$ cat src/rtl/axil_req_arbiter.sv
// Round-robin arbiter that lets N simple register requesters share one
// AXI4-Lite master port, one single-beat read or write at a time.
module axil_req_arbiter #(
    parameter int N      = 2,
    parameter int ADDR_W = 32,
    parameter int DATA_W = 32
) (
    input  logic                  axi_clk,
    input  logic                  axi_rst,
    input  logic [N-1:0]          req_valid,
    input  logic [N-1:0]          req_we,
    input  logic [N*ADDR_W-1:0]   req_addr,
    input  logic [N*DATA_W-1:0]   req_wdata,
    output logic [N-1:0]          req_ready,
    output logic [N-1:0]          rsp_valid,
    output logic [DATA_W-1:0]     rsp_rdata,
    output logic                  rsp_err,
    output logic                  m_awvalid,
    output logic [ADDR_W-1:0]     m_awaddr,
    input  logic                  m_awready,
    output logic                  m_wvalid,
    output logic [DATA_W-1:0]     m_wdata,
    output logic [DATA_W/8-1:0]   m_wstrb,
    input  logic                  m_wready,
    input  logic                  m_bvalid,
    input  logic [1:0]            m_bresp,
    output logic                  m_bready,
    output logic                  m_arvalid,
    output logic [ADDR_W-1:0]     m_araddr,
    input  logic                  m_arready,
    input  logic                  m_rvalid,
    input  logic [DATA_W-1:0]     m_rdata,
    input  logic [1:0]            m_rresp,
    output logic                  m_rready
);

    localparam int PTR_W = (N > 1) ? $clog2(N) : 1;

    typedef enum logic [2:0] {
        S_IDLE,
        S_WADDR,
        S_WRESP,
        S_RADDR,
        S_RDATA,
        S_RSP
    } state_t;

    state_t              r_state;
    logic [PTR_W-1:0]    r_ptr;
    logic [PTR_W-1:0]    r_grant;
    logic                r_awvalid;
    logic                r_wvalid;
    logic                r_bready;
    logic                r_arvalid;
    logic                r_rready;
    logic [ADDR_W-1:0]   r_awaddr;
    logic [ADDR_W-1:0]   r_araddr;
    logic [DATA_W-1:0]   r_wdata;
    logic [DATA_W-1:0]   r_rdata;
    logic                r_err;
    logic [N-1:0]        r_rsp_valid;

    logic                w_found;
    logic [PTR_W-1:0]    w_pick;
    logic [PTR_W-1:0]    w_ptr_next;
    logic [N-1:0]        w_ready;
    logic [N-1:0]        w_grant_oh;
    logic                w_aw_done;
    logic                w_w_done;

    // Pick the first asserted request at or above the pointer, wrapping around.
    always_comb begin
        w_found = 1'b0;
        w_pick  = '0;
        for (int k = 0; k < N; k++) begin
            int idx;
            idx = int'(r_ptr) + k;
            if (idx >= N) idx = idx - N;
            if (!w_found && req_valid[idx]) begin
                w_found = 1'b1;
                w_pick  = PTR_W'(idx);
            end
        end
    end

    // Accept is offered only while idle, and only to the chosen requester.
    always_comb begin
        w_ready = '0;
        if (r_state == S_IDLE && w_found) w_ready[w_pick] = 1'b1;
    end

    // One-hot form of the latched grant, used for the completion pulse.
    always_comb begin
        w_grant_oh = '0;
        for (int k = 0; k < N; k++) begin
            w_grant_oh[k] = (r_grant == PTR_W'(k));
        end
    end

    assign w_ptr_next = (w_pick == PTR_W'(N - 1)) ? '0 : w_pick + PTR_W'(1);
    assign w_aw_done  = !r_awvalid || m_awready;
    assign w_w_done   = !r_wvalid  || m_wready;

    // Transaction sequencer: arbitration, AXI handshakes and response pulse.
    always_ff @(posedge axi_clk) begin
        if (axi_rst) begin
            r_state     <= S_IDLE;
            r_ptr       <= '0;
            r_grant     <= '0;
            r_awvalid   <= 1'b0;
            r_wvalid    <= 1'b0;
            r_bready    <= 1'b0;
            r_arvalid   <= 1'b0;
            r_rready    <= 1'b0;
            r_awaddr    <= '0;
            r_araddr    <= '0;
            r_wdata     <= '0;
            r_rdata     <= '0;
            r_err       <= 1'b0;
            r_rsp_valid <= '0;
        end else begin
            case (r_state)
                S_IDLE: begin
                    if (w_found) begin
                        r_grant <= w_pick;
                        r_ptr   <= w_ptr_next;
                        r_err   <= 1'b0;
                        r_rdata <= '0;
                        if (req_we[w_pick]) begin
                            r_awaddr  <= req_addr[int'(w_pick)*ADDR_W +: ADDR_W];
                            r_wdata   <= req_wdata[int'(w_pick)*DATA_W +: DATA_W];
                            r_awvalid <= 1'b1;
                            r_wvalid  <= 1'b1;
                            r_state   <= S_WADDR;
                        end else begin
                            r_araddr  <= req_addr[int'(w_pick)*ADDR_W +: ADDR_W];
                            r_arvalid <= 1'b1;
                            r_state   <= S_RADDR;
                        end
                    end
                end
                S_WADDR: begin
                    if (r_awvalid && m_awready) r_awvalid <= 1'b0;
                    if (r_wvalid && m_wready)   r_wvalid  <= 1'b0;
                    if (w_aw_done && w_w_done) begin
                        r_bready <= 1'b1;
                        r_state  <= S_WRESP;
                    end
                end
                S_WRESP: begin
                    if (m_bvalid) begin
                        r_bready    <= 1'b0;
                        r_err       <= (m_bresp != 2'b00);
                        r_rsp_valid <= w_grant_oh;
                        r_state     <= S_RSP;
                    end
                end
                S_RADDR: begin
                    if (m_arready) begin
                        r_arvalid <= 1'b0;
                        r_rready  <= 1'b1;
                        r_state   <= S_RDATA;
                    end
                end
                S_RDATA: begin
                    if (m_rvalid) begin
                        r_rready    <= 1'b0;
                        r_rdata     <= m_rdata;
                        r_err       <= (m_rresp != 2'b00);
                        r_rsp_valid <= w_grant_oh;
                        r_state     <= S_RSP;
                    end
                end
                S_RSP: begin
                    r_rsp_valid <= '0;
                    r_rdata     <= '0;
                    r_err       <= 1'b0;
                    r_state     <= S_IDLE;
                end
                default: r_state <= S_IDLE;
            endcase
        end
    end

    assign req_ready = w_ready;
    assign rsp_valid = r_rsp_valid;
    assign rsp_rdata = r_rdata;
    assign rsp_err   = r_err;
    assign m_awvalid = r_awvalid;
    assign m_awaddr  = r_awaddr;
    assign m_wvalid  = r_wvalid;
    assign m_wdata   = r_wdata;
    assign m_wstrb   = '1;
    assign m_bready  = r_bready;
    assign m_arvalid = r_arvalid;
    assign m_araddr  = r_araddr;
    assign m_rready  = r_rready;

endmodule

$ cat config.mk
export PLATFORM = sky130hd
export DESIGN_NAME = axil_req_arbiter
export DESIGN_NICKNAME = d
export VERILOG_FILES = /design/src/rtl/axil_req_arbiter.sv
export SDC_FILE = /design/constraint.sdc
export NUM_CORES = 1
export LEC_CHECK = 0
export ABC_AREA = 0
export ABC_CLOCK_PERIOD_IN_PS = 2600
export BUFFER_PORTS_ARGS = -buffer_cell sky130_fd_sc_hd__buf_4
export CORE_ASPECT_RATIO = 0.8
export CORE_UTILIZATION = 35
export CTS_CLUSTER_DIAMETER = 150
export DETAILED_ROUTE_END_ITERATION = 7
export PLACE_DENSITY = 0.62
export SETUP_SLACK_MARGIN = 0.3
export SLEW_MARGIN = 25
export SYNTH_ARGS = -nofsm -noshare
export SYNTH_HDL_FRONTEND = slang
export SYNTH_SLANG_ARGS = --single-unit
$ cat constraint.sdc
create_clock -name axi_clk -period 2.6 [get_ports axi_clk]
set_input_delay 0.13 -clock axi_clk [delete_from_list [all_inputs] [get_ports axi_clk]]
set_output_delay 0.13 -clock axi_clk [all_outputs]
set_load 0.01 [all_outputs]
# Yosys cells after proc, flatten, opt, wreduce, memory -nomap -nowiden
# Cells that the tools add are included.
[classes]
n_lt_le_gt_ge = 6
bitwise = 2
n_mux = 51
eq_ne = 14
add_sub_neg = 4
reduce_logical = 33
shift = 2
[op_table]
columns = ["operator", "count"]
rows = [
  ["two-way mux 32 bit", 4],
  ["variable part select 64 x 7 -> 32 bit", 2],
  ["case mux 32 bit (3 select lines)", 1],
  ["< comparator 32 x 3 -> 1 bit (second input constant)", 2],
  ["two-way mux 1 bit", 28],
  ["AND reduction 3 bit", 6],
  ["inequality test 2 bit (second input constant)", 8],
  ["AND reduction 4 bit", 4],
  ["two-way mux 3 bit", 5],
  ["case mux 3 bit (5 select lines)", 1],
  ["nonzero test 2 bit", 6],
  ["case mux 1 bit (2 select lines)", 5],
  ["two-way mux 2 bit", 4],
  ["equality test 3 x 2 -> 1 bit (second input constant)", 2],
  ["equality test 3 bit (second input constant)", 2],
  ["logical AND 1 bit", 6],
  ["case mux 2 bit (3 select lines)", 1],
  ["nonzero test 3 bit", 2],
  ["AND reduction 5 bit", 1],
  ["case mux 1 bit (4 select lines)", 1],
  ["nonzero test 4 bit", 1],
  ["equality test 3 x 1 -> 1 bit (second input constant)", 1],
  ["zero test 1 bit", 3],
  ["zero test 3 bit", 1],
  ["13 further kinds", 15],
]
[totals]
in_bits = 175
out_inout_bits = 142
ff_bits = 141

# Logic depth before layout (Yosys ltp)
# Gate-level depths: netlist of the first run.
[logic_depth]
depth_word = 14
depth_mapped = 7
depth_no_buf = 4

# Worst setup path after synthesis of the first run
# OpenSTA, ideal clock, no wires.
[synth_path]
path_type = "register -> register"
from = "register r_state[0]"
to = "register r_araddr[10], in the netlist m_araddr[10]"
period_less_slack_ps = 1895
path_slack_ps = 705
setup_time_ps = 87
t_arrival_ps = 1808
stages_incl_launch_ff = 8
t_required_ps = 2513
n_path_buf = 3
cell_sequence = "dfxtp_1 -> buf_6 -> o21bai_4 -> or3_4 -> or3_1 -> buf_6 -> buf_6 -> a221oi_2"
[synth_between]
elab_chain_len = 2
[synth_lines]
columns = ["item", "line_no", "rtl"]
rows = [
  ["from (decl)", "48", "state_t r_state;"],
  ["from (signal assigned)", "107", "r_state <= S_IDLE;"],
  ["from (signal assigned)", "134", "r_state <= S_WADDR;"],
  ["from (signal assigned)", "138", "r_state <= S_RADDR;"],
  ["zero test 3 bit", "122", "case (r_state)"],
  ["AND reduction 3 bit (no source line)", "-", ""],
  ["to (signal assigned)", "136", "r_araddr <= req_addr[int'(w_pick)*ADDR_W +: ADDR_W];"],
  ["to (decl)", "57", "logic [ADDR_W-1:0] r_araddr;"],
]
# No other way between the ends.
# A chain may end at the register's enable or synchronous reset.

# Worst setup path after layout of the first run
[layout_path]
from = "register r_state[0]"
to = "register r_araddr[1], in the netlist m_araddr[1]"
# The elaborated chain is that of the path after synthesis.

==> results of run 1 <==
## critical path: stages (launching register included)
cell and delay, ps:
dfxtp_1 310, o21bai_4 190, or3_4 350, or3_2 640, buf_12 250, a221oi_1 310
## final cells by class
cell class,instances,share of cell area
repair buffers,366,0.2744
well taps,264,0.03143
clock inverters,7,0.008692
inverters,106,0.03786
flip-flops and latches,141,0.2686
multi-input cells,493,0.3354
clock buffers,23,0.04358
## final timing paths
| path | from | endpoint | slack [ps] |
|---|---|---|---|
| worst max-delay path | r_state[0] | m_araddr[1] | 440 |
| worst min-delay path | m_awready | m_awvalid | 90 |
| worst max register to register | r_state[0] | m_araddr[1] | 440 |
| worst min register to register | rsp_rdata[13] | rsp_rdata[13] | 460 |
## sequential cells by signal, summed over array words and instances (netlist names)
| name | cells |
|---|---|
| rsp_rdata | 32 |
| m_araddr | 32 |
| r_grant | 1 |
| rsp_err | 1 |
| r_ptr | 1 |
| m_awaddr | 32 |
| m_arvalid | 1 |
| m_wdata | 32 |
| m_wvalid | 1 |
| m_bready | 1 |
| m_rready | 1 |
| r_state | 3 |
| rsp_valid | 2 |
| m_awvalid | 1 |
## cells by family (layout without fill, tap and decap cells)
group	count (synthesis)	count (layout)	synth area share
other cells	1	4	0.0005249
simple gates	136	136	0.08652
mux	1	1	0.001401
buf+inv	212	502	0.1193
flops	141	141	0.3951
compound gates	352	352	0.3972
## power breakdown
group / switching (mW) / internal [mW]
registers: 0.282 / 2.66
logic: 2.13 / 1.56
clock network: 0.935 / 1.42
## synthesized netlist by cell type (all sizes together), types with 2 or more instances
cell	count
a221oi	96
inv	105
a211oi	4
or3	2
clkbuf	87
buf	19
a211o	66
o22ai	3
nor2	45
o31ai	96
dfxtp	141
nand3	32
nand2	37
a21oi	10
nor3	3
nand2b	4
o21ai	70
nor2b	8
## placed cells by master, fill, tap and decap left out, types with 32 or more instances in the layout
master | synthesis | layout
inv_1 | 105 | 103
nand2_1 | 37 | 36
a221oi_1 | 68 | 68
o21ai_0 | 69 | 69
nand3_1 | 32 | 32
dfxtp_1 | 141 | 141
nor2_1 | 45 | 45
dlygate4sd3_1 | 0 | 33
o31ai_1 | 96 | 96
buf_4 | 4 | 328
a211o_1 | 66 | 66
## per-layer routing
metal | wire, um | global-route usage
met4 | 478 | 0.07825
met1 | 12460 | 0.3346
met5 | 0 | 0
met2 | 12340 | 0.3869
met3 | 1531 | 0.04990
## through the flow
stage,util,area (um^2)
floorplan,-,7156
global placement,0.4834,9625
detailed placement,0.4834,9625
CTS,0.5275,10510
global route,0.5277,10510
finish,0.5277,10510
## timing repair
| action | in CTS | in global routing |
|---|---|---|
| hold endpoints to repair | 33 | 0 |
| resized for setup | 0 | 1 |
| hold buffers | 33 | 0 |
| endpoints found under the setup margin | 0 | 16 |
==> impl_metrics.yaml, run 1 <==
status:
  status: "complete, no violations"
cells_and_area:
  syn_to_final_growth_pct: 47.09
  n_fill_cell: 1955
  nNetsFinal: 1300
  register_area_um2: 2823
  n_antenna_cell: 0
  multi_input_area_um2: 3525
  drive_gt1_frac: 0.3521
  layoutNonFillerInstCount: 1400
synth:
  yosysSeqAreaShare: 0.3951
  netlist_top_cells_area: "dfxtp_1, o31ai_1, a221oi_1, a211o_1, a221oi_2"
  synthCells: 843
  synth-edff-count: 0
  syn_avg_cell_area_um2: 8.475
  synth_cell_types: 41
  synth_ff_type: "dfxtp_1"
  ys_async_sr_fraction: 0
  ys_seq_elements: 141
  synthesis.area_um2: 7144
  synth_top_area_frac: 0.3951
  yosysTopAreaCell: "dfxtp_1"
  yosys_warnings: 0
sta:
  worst_pin_slew_ps: 829.6
  fin_tns_setup_ps: 0
  fin_hold_ws_ps: 90.33
  hold_viol: 0
  setup_slack_ps: 436.5
  fmax_mhz: 462.2
  final.period_utilization: 0.8321
  setup_viol: 0
  rsz0062_at_grt: "no"
  slew-limit-headroom: 0.4470
  slew_viol_final: 0
  fin_skew_ps: 8.725
  min_period_ps: 2164
route:
  initialDrtViolationCount: 687
  drtPass1Iterations: 6
  vias: 7610
  drcViolationCount: 0
  ant_nets: 0
  vias_per_cell: 5.436
  finalWirelength_mm: 26.81
  routedWlPerCell_um: 19.15
global_routing:
  grt_max_degree: 99
  grt_pass1_vias: 7215
  antenna_found_initial: 0
  grt_pass1_wl_mm: 40.50
  grt_overflow: 0
  grt_usage: 0.2446
setup_path:
  cp-end-kind: "flip-flop"
  cp_max_fo: 27
  r2r_cells: 5
  worstPathRequired_ps: 2920
  path_class: "reg -> reg"
  crit_arrival_ps: 2480
  crit_path_start_kind: "flip-flop"
placement:
  dp_hpwl_mm: 16.81
  globalplace.congestion: 0.8051
  pre_cts_ws_ps: 423.2
  io_buffers: 312
  dp_cells: 1337
clock_tree:
  clock_latency_ps: 420
  clk_pin_slew_ps: 60
  cts_max_level: 4
  clk_path_buf_depth: 2
  cts_root_buf: "clkbuf_16"
  cts_buffers: 17
  postCtsSetupBuffers: 0
  clock_sinks: 141
  cts_tree: "done"
floorplanning:
  core_area_um2: 19910
  start_util: 0.3588
  die_h_um: 129.8
  rows: 46
  fp.dieW_um: 161.7
  ioPinCount: 317
  die_area_um2: 20990
power:
  power_mw: 8.993
  powerDensity_nw_per_um2: 855.8
  p_leak_nw: 4.347
  irDropWorstVdd_v: 0.0005808
min_path:
  worstHoldPathType: "in -> reg"
  hold_path_depth: 4
job:
  maxCapViolations: 0
Power figures use the tool's default switching activity.
==> run 2: changes to the inputs <==
--- a/config.mk
+++ b/config.mk
@@ -6,7 +6,7 @@
 export NUM_CORES = 1
 export LEC_CHECK = 0
 export ABC_AREA = 0
-export ABC_CLOCK_PERIOD_IN_PS = 2600
+export ABC_CLOCK_PERIOD_IN_PS = 2100
 export BUFFER_PORTS_ARGS = -buffer_cell sky130_fd_sc_hd__buf_4
 export CORE_ASPECT_RATIO = 0.8
 export CORE_UTILIZATION = 35
==> constraint.sdc (replaced) <==
create_clock -name axi_clk -period 2.1 [get_ports axi_clk]
set_input_delay 0.105 -clock axi_clk [delete_from_list [all_inputs] [get_ports axi_clk]]
set_output_delay 0.105 -clock axi_clk [all_outputs]
set_load 0.01 [all_outputs]
==> impl_metrics.yaml, run 2 (synthesis results as in run 1) <==
status:
  status: "complete, no violations"
floorplanning:
  fp.dieW_um: 161.7
  die_h_um: 129.8
  ioPinCount: 317
  die_area_um2: 20990
  rows: 46
  core_area_um2: 19910
  start_util: 0.3588
placement:
  dp_hpwl_mm: 17.35
  globalplace.congestion: 0.8490
  io_buffers: 312
global_routing:
  antenna_found_initial: 0
  grt_pass1_vias: 7129
  grt_max_degree: 75
  grt_usage: 0.2524
  grt_pass1_wl_mm: 41.47
  grt_overflow: 0
setup_path:
  slowest_stage: "or3_4"
  cp-end-kind: "flip-flop"
  crit_arrival_ps: 2180
  crit_start: "r_state[0]"
  ff2ff_setup_slack_ps: 240
  slowest_delay_ps: 450
  crit_path_start_kind: "flip-flop"
  path_class: "reg -> reg"
  r2r_start: "r_state[0]"
  cp_max_fo: 8
  critPathTopFamily: "simple AND/OR/NAND/NOR gates"
  worstPathRequired_ps: 2420
  crit_top_cell: "or3_4"
  crit_buf_inv: 1
  path_cells: "o21bai_4, or3_4, or3_4, clkbuf_16, a221oi_2"
cells_and_area:
  register_area_um2: 2825
  syn_to_final_growth_pct: 53.03
  n_fill_cell: 1871
  n_antenna_cell: 0
  final_common_cell: "buf_4"
  drive_gt1_frac: 0.3713
  final_cell_mix: "buf_4, dfxtp_1, inv_1"
  nNetsFinal: 1313
  multi_input_area_um2: 3622
route:
  vias_per_cell: 5.470
  routedWlPerCell_um: 19.57
  finalWirelength_mm: 27.67
  vias: 7734
  drcViolationCount: 0
  ant_nets: 0
  initialDrtViolationCount: 731
  drtPass1Iterations: 5
clock_tree:
  clk_pin_slew_ps: 60
  clock_sinks: 141
  cts_buffers: 17
  cts_root_buf: "clkbuf_16"
  cts_max_level: 4
  clock_latency_ps: 420
  cts_tree: "done"
  clk_path_buf_depth: 2
power:
  irDropWorstVdd_v: 0.0008150
  p_leak_nw: 4.527
  powerDensity_nw_per_um2: 1103
sta:
  worst_pin_slew_ps: 976.3
  slew-limit-headroom: 0.3492
  setup_viol: 0
  fin_hold_ws_ps: 60.54
  hold_viol: 0
  final.period_utilization: 0.8871
  fin_tns_setup_ps: 0
  min_period_ps: 1863
  slew_viol_final: 0
  rsz0062_at_grt: "yes"
  fmax_mhz: 536.8
  fin_skew_ps: 9.235
job:
  maxCapViolations: 0
min_path:
  worstHoldPathType: "in -> reg"
  min_from: "m_wready"
[run 2: stage by stage]
| step | setup slack, ps | area (um^2) | power (mW) | util | instances |
|---|---|---|---|---|---|
| finish | 237.2 | 10930 | 12.06 | 0.5490 | 1414 |
| global route | 204.0 | 10930 | 12.70 | 0.5490 | 1414 |
| CTS | 215.9 | 10740 | 11.80 | 0.5391 | 1407 |
| detailed placement | 139.2 | 9713 | 8.340 | 0.4877 | 1342 |
| global placement | 195.4 | 9713 | 8.288 | 0.4877 | 1342 |
| floorplan | 266.4 | 7156 | 6.275 | - | 846 |
[run 2: final cells by class]
type	instances	share of cell area
Multi-Input combinational cell	493	0.3313
Timing Repair Buffer	379	0.2850
Sequential cell	141	0.2584
Clock buffer	22	0.04429
Inverter	106	0.03639
Tap cell	264	0.03021
Clock inverter	9	0.01442
[run 2: layer usage]
metal | part of all wire | GRT usage | vias to the layer above | routed length (um)
li1 | - | - | 3709 | -
met1 | 0.45 | 0.3545 | 3661 | 12490
met2 | 0.46 | 0.3869 | 322 | 12670
met3 | 0.069 | 0.04577 | 42 | 1904
met4 | 0.022 | 0.09156 | 0 | 606
met5 | 0 | 0 | - | 0
[run 2: worst reg2reg max path, cell delays in order (launching register included)]
cell	delay, ps
dfxtp_2	320
o21bai_4	160
or3_4	340
or3_4	450
clkbuf_16	220
a221oi_2	270
[run 2: worst paths after layout]
path              cells after the start           end
hold / removal                        4      m_wvalid
setup / recovery                      5  m_araddr[12]
hold reg to reg                       2  rsp_rdata[2]
setup reg to reg                      5  m_araddr[12]
[run 2: where the power goes]
group	total [mW]	internal [mW]	switching, mW
registers	3.67	3.30	0.371
logic	5.09	2.28	2.80
clock network	3.31	2.11	1.19
[run 2: what timing repair did]
action,4_1_cts,5_1_grt
endpoints found under the hold margin,33,0
pin swaps,0,22
setup buffers,0,4
hold buffers,33,0
setup endpoints to repair,34,92
gates cloned,1,3
gates resized for setup,7,13
